--- src/rtl/uop_sequencer.sv ---
`timescale 1ns/1ps
`default_nettype none
// +------------------------------------------------------------------------+
// | Module      : uop_sequencer                                            |
// | Description : Microprogram sequencer for the curve arithmetic core.    |
// |               Walks an external synchronous uop ROM from a selectable  |
// |               start address and issues each uop to the field-arithmetic|
// |               execution unit over a valid/ready/done handshake.        |
// |               Conditional uops are skipped against flags latched when  |
// |               a CMP uop completes. A program ends normally on the RDY  |
// |               opcode, or with an error when it runs past the last      |
// |               ROM address.                                             |
// | Revision    : 1.0  initial release                                     |
// +------------------------------------------------------------------------+
// | Ports                                                                  |
// |   clk, rst_n          clock, asynchronous active-low reset             |
// |   start, start_addr   run request (honoured only when rdy) + first addr |
// |   rdy, done, err      idle flag, normal-end pulse, abnormal-end pulse  |
// |   rom_addr, rom_data  registered ROM address, word one cycle later     |
// |   uop_valid/ready     issue handshake to the execution unit            |
// |   uop_done            completion pulse of the accepted uop             |
// |   uop_opcode/src1/src2/dst  issued uop fields (held while not valid)   |
// |   cmp_flags, flags    compare result input, latched flag register      |
// +------------------------------------------------------------------------+
module uop_sequencer #(
  parameter int ADDR_W   = 6,
  parameter int OPCODE_W = 4,
  parameter int SRC_W    = 4,
  parameter int DST_W    = 4,
  parameter int EXEC_W   = 4,
  parameter int OPC_RDY  = 0,
  parameter int OPC_CMP  = 1,
  localparam int FLAG_W  = EXEC_W / 2,
  localparam int UOP_W   = OPCODE_W + 2*SRC_W + DST_W + EXEC_W
) (
  input  logic                clk,
  input  logic                rst_n,
  input  logic                start,
  input  logic [ADDR_W-1:0]   start_addr,
  output logic                rdy,
  output logic                done,
  output logic                err,
  output logic [ADDR_W-1:0]   rom_addr,
  input  logic [UOP_W-1:0]    rom_data,
  output logic                uop_valid,
  input  logic                uop_ready,
  input  logic                uop_done,
  output logic [OPCODE_W-1:0] uop_opcode,
  output logic [SRC_W-1:0]    uop_src1,
  output logic [SRC_W-1:0]    uop_src2,
  output logic [DST_W-1:0]    uop_dst,
  input  logic [FLAG_W-1:0]   cmp_flags,
  output logic [FLAG_W-1:0]   flags
);

  localparam logic [OPCODE_W-1:0] c_opc_rdy = OPCODE_W'(OPC_RDY);
  localparam logic [OPCODE_W-1:0] c_opc_cmp = OPCODE_W'(OPC_CMP);
  localparam logic [ADDR_W-1:0]   c_one     = ADDR_W'(1);

  typedef enum logic [2:0] {
    S_IDLE   = 3'd0,
    S_FETCH  = 3'd1,
    S_DECODE = 3'd2,
    S_ISSUE  = 3'd3,
    S_WAIT   = 3'd4
  } state_t;

  // Registered state
  state_t               r_state;
  logic [ADDR_W-1:0]    r_pc;
  logic [ADDR_W-1:0]    r_rom_addr;
  logic [FLAG_W-1:0]    r_flags;
  logic [OPCODE_W-1:0]  r_opcode;
  logic [SRC_W-1:0]     r_src1;
  logic [SRC_W-1:0]     r_src2;
  logic [DST_W-1:0]     r_dst;
  logic                 r_valid;
  logic                 r_rdy;
  logic                 r_done;
  logic                 r_err;

  // Next-state values
  state_t               w_state_nxt;
  logic [ADDR_W-1:0]    w_pc_nxt;
  logic [ADDR_W-1:0]    w_rom_addr_nxt;
  logic [FLAG_W-1:0]    w_flags_nxt;
  logic [OPCODE_W-1:0]  w_opcode_nxt;
  logic [SRC_W-1:0]     w_src1_nxt;
  logic [SRC_W-1:0]     w_src2_nxt;
  logic [DST_W-1:0]     w_dst_nxt;
  logic                 w_valid_nxt;
  logic                 w_rdy_nxt;
  logic                 w_done_nxt;
  logic                 w_err_nxt;

  // ROM word split MSB-first: opcode | src1 | src2 | dst | exec
  logic [OPCODE_W-1:0]  w_opcode;
  logic [SRC_W-1:0]     w_src1;
  logic [SRC_W-1:0]     w_src2;
  logic [DST_W-1:0]     w_dst;
  logic [FLAG_W-1:0]    w_mask;
  logic [FLAG_W-1:0]    w_match;
  logic                 w_cond;
  logic                 w_pc_last;

  assign w_opcode = rom_data[UOP_W-1 -: OPCODE_W];
  assign w_src1   = rom_data[UOP_W-OPCODE_W-1 -: SRC_W];
  assign w_src2   = rom_data[UOP_W-OPCODE_W-SRC_W-1 -: SRC_W];
  assign w_dst    = rom_data[EXEC_W+DST_W-1 -: DST_W];
  assign w_mask   = rom_data[EXEC_W-1 -: FLAG_W];
  assign w_match  = rom_data[FLAG_W-1:0];

  // Only the flag bits selected by the mask take part; mask=0 always executes.
  assign w_cond    = ((r_flags & w_mask) == (w_match & w_mask));
  // pc never wraps: leaving the last address without RDY is an error end.
  assign w_pc_last = &r_pc;

  always_comb begin
    w_state_nxt    = r_state;
    w_pc_nxt       = r_pc;
    w_rom_addr_nxt = r_rom_addr;
    w_flags_nxt    = r_flags;
    w_opcode_nxt   = r_opcode;
    w_src1_nxt     = r_src1;
    w_src2_nxt     = r_src2;
    w_dst_nxt      = r_dst;
    w_valid_nxt    = r_valid;
    w_rdy_nxt      = r_rdy;
    w_done_nxt     = 1'b0;
    w_err_nxt      = 1'b0;

    case (r_state)
      S_IDLE: begin
        if (start) begin
          w_pc_nxt       = start_addr;
          w_rom_addr_nxt = start_addr;
          w_flags_nxt    = '0;
          w_rdy_nxt      = 1'b0;
          w_state_nxt    = S_FETCH;
        end
      end

      // ROM latency slot: rom_data for rom_addr appears next cycle.
      S_FETCH: begin
        w_state_nxt = S_DECODE;
      end

      S_DECODE: begin
        if (w_opcode == c_opc_rdy) begin
          w_done_nxt  = 1'b1;
          w_rdy_nxt   = 1'b1;
          w_state_nxt = S_IDLE;
        end else if (w_cond) begin
          w_opcode_nxt = w_opcode;
          w_src1_nxt   = w_src1;
          w_src2_nxt   = w_src2;
          w_dst_nxt    = w_dst;
          w_valid_nxt  = 1'b1;
          w_state_nxt  = S_ISSUE;
        end else if (w_pc_last) begin
          w_err_nxt   = 1'b1;
          w_rdy_nxt   = 1'b1;
          w_state_nxt = S_IDLE;
        end else begin
          w_pc_nxt       = r_pc + c_one;
          w_rom_addr_nxt = r_pc + c_one;
          w_state_nxt    = S_FETCH;
        end
      end

      S_ISSUE: begin
        if (uop_ready) begin
          w_valid_nxt = 1'b0;
          w_state_nxt = S_WAIT;
        end
      end

      S_WAIT: begin
        if (uop_done) begin
          if (r_opcode == c_opc_cmp) begin
            w_flags_nxt = cmp_flags;
          end
          if (w_pc_last) begin
            w_err_nxt   = 1'b1;
            w_rdy_nxt   = 1'b1;
            w_state_nxt = S_IDLE;
          end else begin
            w_pc_nxt       = r_pc + c_one;
            w_rom_addr_nxt = r_pc + c_one;
            w_state_nxt    = S_FETCH;
          end
        end
      end

      default: begin
        w_valid_nxt = 1'b0;
        w_rdy_nxt   = 1'b1;
        w_state_nxt = S_IDLE;
      end
    endcase
  end

  always_ff @(posedge clk or negedge rst_n) begin
    if (!rst_n) begin
      r_state    <= S_IDLE;
      r_pc       <= '0;
      r_rom_addr <= '0;
      r_flags    <= '0;
      r_opcode   <= '0;
      r_src1     <= '0;
      r_src2     <= '0;
      r_dst      <= '0;
      r_valid    <= 1'b0;
      r_rdy      <= 1'b1;
      r_done     <= 1'b0;
      r_err      <= 1'b0;
    end else begin
      r_state    <= w_state_nxt;
      r_pc       <= w_pc_nxt;
      r_rom_addr <= w_rom_addr_nxt;
      r_flags    <= w_flags_nxt;
      r_opcode   <= w_opcode_nxt;
      r_src1     <= w_src1_nxt;
      r_src2     <= w_src2_nxt;
      r_dst      <= w_dst_nxt;
      r_valid    <= w_valid_nxt;
      r_rdy      <= w_rdy_nxt;
      r_done     <= w_done_nxt;
      r_err      <= w_err_nxt;
    end
  end

  assign rdy        = r_rdy;
  assign done       = r_done;
  assign err        = r_err;
  assign rom_addr   = r_rom_addr;
  assign uop_valid  = r_valid;
  assign uop_opcode = r_opcode;
  assign uop_src1   = r_src1;
  assign uop_src2   = r_src2;
  assign uop_dst    = r_dst;
  assign flags      = r_flags;

endmodule
`default_nettype wire

--- config.mk ---
export PLATFORM = sky130hd
export DESIGN_NAME = uop_sequencer
export DESIGN_NICKNAME = d
export VERILOG_FILES = /design/src/rtl/uop_sequencer.sv
export SDC_FILE = /design/constraint.sdc
export NUM_CORES = 1
export LEC_CHECK = 0
export CORE_MARGIN = 8
export CORE_UTILIZATION = 29
export CTS_BUF_LIST = sky130_fd_sc_hd__clkbuf_2 sky130_fd_sc_hd__clkbuf_4 sky130_fd_sc_hd__clkbuf_8
export DETAILED_ROUTE_END_ITERATION = 12
export PLACE_DENSITY = 0.59
export SLEW_MARGIN = 40
export SYNTH_ARGS = -nofsm -noshare
export SYNTH_HDL_FRONTEND = slang
export SYNTH_SLANG_ARGS = --single-unit
--- constraint.sdc ---
create_clock -name clk -period 2.1 [get_ports clk]
set_input_delay 0.63 -clock clk [delete_from_list [all_inputs] [get_ports clk]]
set_output_delay 0.63 -clock clk [all_outputs]
set_load 0.05 [all_outputs]
=== Word-level counts from Yosys, hierarchy flattened ===
Index checks and enable logic that the tools add are counted.

* Word-level logic and storage cells: 84
* Output and inout port bits: 28
* Input bits: 33
* Flip-flop bits (word level): 37

* Reduce and logical (&&, ||, !) cells: 13
* Add/sub/neg operators: 1
* Bitwise operators: 5
* Equal/unequal tests: 14
* Muxes and demuxes: 39

{| class="wikitable"
|+ Operator list
! kind !! number
|-
| $mux 6 || 9
|-
| $pmux 6 s3 || 2
|-
| $mux 1 || 15
|-
| $pmux 3 s5 || 1
|-
| $ne 2x2->1 const B || 7
|-
| $reduce_and 4->1 || 3
|-
| $mux 2 || 5
|-
| $mux 3 || 3
|-
| $add 6x1->6 const B || 1
|-
| $eq 3x2->1 const B || 2
|-
| $reduce_and 3->1 || 2
|-
| $reduce_and 6->1 || 1
|-
| $reduce_and 5->1 || 1
|-
| $and 2x2->2 || 2
|-
| $eq 4x1->1 const B || 1
|-
| $logic_not 4->1 || 1
|-
| $pmux 1 s4 || 1
|-
| $pmux 2 s2 || 1
|-
| $eq 3x1->1 const B || 1
|-
| $eq 3x3->1 const B || 1
|-
| $logic_not 3->1 || 1
|-
| $ne 3x3->1 const B || 1
|-
| $not 1->1 || 3
|-
| $pmux 1 s3 || 1
|-
| other kinds (6) || 6
|}

=== Logic depth before layout (Yosys ltp) ===
* Depth after elaboration: 5
* Mapped depth: 6
* Mapped depth without buffers: 6

=== Worst setup path after synthesis ===
OpenSTA, ideal clock, no wires.

* Kind: reg2reg
* Start: reg r_pc[0]
* End: reg r_pc[1]
* Setup time: 128 ps
* Data required time: 1972 ps
* Data arrival time: 1955 ps
* Cell stages (with the launch flop): 7
* Setup slack: 18 ps
* Period minus slack after synthesis: 2082 ps
* Buffers on the path: 0
* Path through: dfrtp_1 ha_1 and4_1 a21o_1 o211a_4 nor2_4 mux2_1

* Cells in the longest elaborated chain, start to end: 5
* Elaborated cells on any way between the ends: 7
* Classes of those cells: add/sub: 1; mux: 5; reduce/logical: 1

{| class="wikitable"
|+ Ends and longest elaborated chain
! item !! line !! source
|-
| start, declared || 70 || <nowiki>logic [ADDR_W-1:0] r_pc;</nowiki>
|-
| start signal, assigned || 219 || <nowiki>r_pc <= w_pc_nxt;</nowiki>
|-
| $add 6x1->6 / $reduce_and 6->1 (equally long branches) || 165, 188, 116 ||
|-
| $mux 6 (*) || 160, 183 ||
|-
| $mux 6 || 153 || <nowiki>end else if (w_cond) begin</nowiki>
|-
| $mux 6 || 149 || <nowiki>if (w_opcode == c_opc_rdy) begin</nowiki>
|-
| $pmux 6 s3 (*) || 132 || <nowiki>case (r_state)</nowiki>
|}

Every way passes the cells marked *; elsewhere a longest branch is shown, timed or not. The select of a mux whose other input is x is not followed.
A chain may end at the register's enable or synchronous reset.

=== Final worst setup path ===
* Start: in rom_data[17]
* End: reg r_src2[0], in the netlist uop_src2[0]

* Cells in the longest elaborated chain, start to end: 3

{| class="wikitable"
|+ Ends and longest elaborated chain
! item !! line !! source
|-
| start, declared || 44 || <nowiki>input logic [UOP_W-1:0] rom_data,</nowiki>
|-
| $logic_not 4->1 || 149 ||
|-
| $not 1->1 (no source line) || n/a ||
|-
| $reduce_and 3->1 (no source line) || n/a ||
|-
| end signal, assigned || 224 || <nowiki>r_src2 <= w_src2_nxt;</nowiki>
|-
| end, declared || 75 || <nowiki>logic [SRC_W-1:0] r_src2;</nowiki>
|}

Every way passes these cells.

==> results.md <==
* Worst Tran Pin Value at 0.5100 ns
* Initial antenna violation count at 1
* I/O Buffers at 60
* Die Width at 91.90 microns
* Main combinational cell family by area after synthesis: simple AND/OR/NAND/NOR gates
* Die ar. at 8445 sq um
* Post-synth ARST share at 100.0%
* Routed length per placed instance at 15.12 microns
* P_leak at 1.142 nW
* RSZ-0062 raised after global routing: no
* Main synth FF type: dfrtp_1
* CP arrival at 2.22 ns
* Die Y at 91.90 microns
* Post-synth EDFFs at 0
* CTS sink cnt at 31
* CP Capture Type: flop
* Final worst path period share at 97.68%
* Sequential area share after synthesis at 46.52%
* Synth Area in Compound Gates at 16.25%
* Reg-to-reg slack, setup at 0.21 ns
* FF-to-FF End: r_pc[0]
* First-pass DRT Iterations at 4
* Final Critical Period at 2.051 ns
* Nets at 254
* Post-Synth XOR/XNOR Area at 1.498%
* Share of layout cells above drive strength 1 at 42.27%
* # DRC at 0
* Pwr Density at 1683 nW/um^2
* Final Power at 4.289 mW
* Cts bufs inserted at 5
* Synth area leaders: dfrtp_1 45%, mux2_4 8.1%, mux2_2 4.7%
* TNS Setup at 0 ns
* Final setup vio count at 0
* Post-synthesis adder-cell area fraction at 0.7491%
* CTS root buf: clkbuf_8
* Netlist cell types at 53
* First-pass GRT wire length at 7472 microns
* Status: completed
* Reg2reg path depth at 7
* Post-Syn Nets at 169
* CP max stage delay at 0.53 ns
* Worst-path fanout max at 7
* Simple-Gate Fraction of Synth Area at 17.30%
* Inst Count DP at 285
* Vias in the first global route at 1494
* Maximum root-to-sink buffer count at 2
* Largest net degree at the start of global routing at 32
* Via Count at 1404
* Syn avg cell area at 12.37 sq um
* Post-synthesis mux area share at 14.68%
* Final hold vios at 0
* Yosys Warn Count at 0
* Worst Path Required at 2.27 ns
* Worst slew margin at 65.87%
* Startpoint Class: primary input
* Synth Instances at 135
* WS Path Type: in -> reg
* HPWL after DPL at 3417 microns
* Hold wc startpoint: uop_src1[0]
* Via density at 4.792
* H-tree Lvls at 2
* Worst Hold Endpoint: uop_src1[0]
* Post-Syn Area at 1670 sq um
* Rows at 27
* Hold WC Path Type: reg -> reg
* Non-Filler Instances at 293
* Worst Clk Skew at 0.005776 ns
* Hold depth at 1
* Synth top area share at 44.94%
* MaxCap Viol Count at 0
* Post-DRT Antenna Nets at 0
* GR Util All Layers at 10.74%
* Worst-path cell chain: clkdlybuf4s50_1 -> or4_4 -> nand3_4 -> buf_12 -> mux2_2
* Reg-to-Reg Start: r_pc[0]
* Grt ovf at 0
* Gpl congestion at 0.7804
* Final WL at 4430 microns
* Design Area, Final at 2549 sq um
* Fmax at 487.5 MHz
* VDD IR-drop max at 835.1 uV
* Ports at 61
* DRT iter0 DRCs at 51
* CP max-delay cell: or4_4
* Synth area leader: dfrtp_1
* Post-CTS setup buffer count at 0
* Initial Utilization at 30.15%
* Clk slew on worst S/H paths at 0.06 ns
* TritonCTS clock tree: done
* Post-DP Area at 2446 sq um
* Clk Latency, worst-skew pair at 0.28 ns
* Syn-to-layout area delta at 52.58%
* Core Region at 5540 sq um
* FF+latch count, synth at 31
* Final-report max-slew violation count at 0
[synthesized netlist by cell type, types with 3 or more instances]
cell / count
mux2_4: 9
inv_1: 4
a2bb2oi_1: 4
nand3_1: 5
nand2_1: 8
o21ai_0: 7
dfrtp_1: 30
mux2_2: 7
a21oi_1: 3
nor3_1: 5
nor2_1: 5
[power breakdown]
group          internal, mW  switching [mW]  total, mW
Combinational          1.12            1.54       2.66
Sequential            0.877           0.276       1.15
Clock                 0.257           0.222      0.479
[layout by cell type, fill, tap and decap left out, drive strengths merged, types with 2 or more instances in the layout]
cell / count
a21oi: 4
a22oi: 2
a2bb2oi: 4
a31oi: 2
buf: 50
clkbuf: 6
clkdlybuf4s50: 30
dfrtp: 30
inv: 4
mux2: 17
mux2i: 2
nand2: 8
nand2b: 3
nand3: 6
nand4: 2
nor2: 6
nor3: 6
nor3b: 3
o21ai: 8
o22ai: 2
xor2: 2
[worst max-delay path by stage]
| stage | start | end | slack [ns] |
|---|---|---|---|
| final | rom_data[17] | uop_src2[0] | 0.05 |
| after global routing | rom_data[17] | uop_src1[0] | 0.01 |
| after CTS | rom_data[17] | uop_src2[3] | 0.01 |
| after detailed placement | rom_data[17] | uop_opcode[0] | -0.30 |
| after global placement | rom_data[17] | uop_src1[1] | -0.30 |
| after floorplan | r_pc[0] | r_pc[1] | 0.02 |
[logic make-up (layout without fill, tap and decap cells)]
group,Yosys count,in the layout
XOR/XNOR,2,2
adder cells (fa/ha/maj),1,1
AND/OR/NAND/NOR,42,42
buffers and inverters,8,93
other,0,1
multiplexers,19,19
flip-flops,31,31
AO/OA/AOI/OAI,32,32
[worst max-delay path, delay by kind of cell]
family        cells  cell delay, ns
buf+inv           2            0.58
mux               1            0.32
simple gates      2            0.68
[repair_timing]
action | 4_1_cts | 5_1_grt
cloned | 0 | 0
hold buffers | 0 | 0
endpoints found under the setup margin | 9 | 17
gates resized for setup | 1 | 3
pin swaps | 1 | 1
[sequential cells by signal, summed over array words and instances, names as in the netlist]
name and cells:
r_pc 6, uop_dst 4, uop_opcode 4, uop_src1 4, uop_src2 4, r_state 3
flags 2, done 1, err 1, rdy 1, uop_valid 1
[cell type report]
type | count | area [sq um]
Antenna cell | 1 | 2.502
Clock buffer | 6 | 82.58
Clock inverter | 1 | 5.005
Fill cell | 535 | 2992
Inverter | 4 | 15.01
Multi-Input combinational cell | 96 | 854.6
Sequential cell | 31 | 777.0
Tap cell | 72 | 90.09
Timing Repair Buffer | 82 | 721.9
[per-layer routing]
metal / global-route usage, % / vias to the layer above / share of wire, %
li1: - / 677 / -
met1: 13.23 / 674 / 45
met2: 17.10 / 50 / 48
met3: 4.156 / 3 / 6.5
met4: 2.819 / 0 / 0.43
met5: 0 / - / 0
[metrics by stage]
step | hold slack [ns] | worst slack [ns] | util (%)
finish | 0.5114 | 0.04881 | 46.00
global route | 0.5345 | 0.01052 | 46.00
CTS | 0.5154 | 0.01198 | 45.71
detailed placement | 0.4982 | -0.3046 | 44.15
global placement | 0.4892 | -0.3038 | 44.15
floorplan | 0.3344 | 0.01752 | -
(Power assumes the default switching activity.)
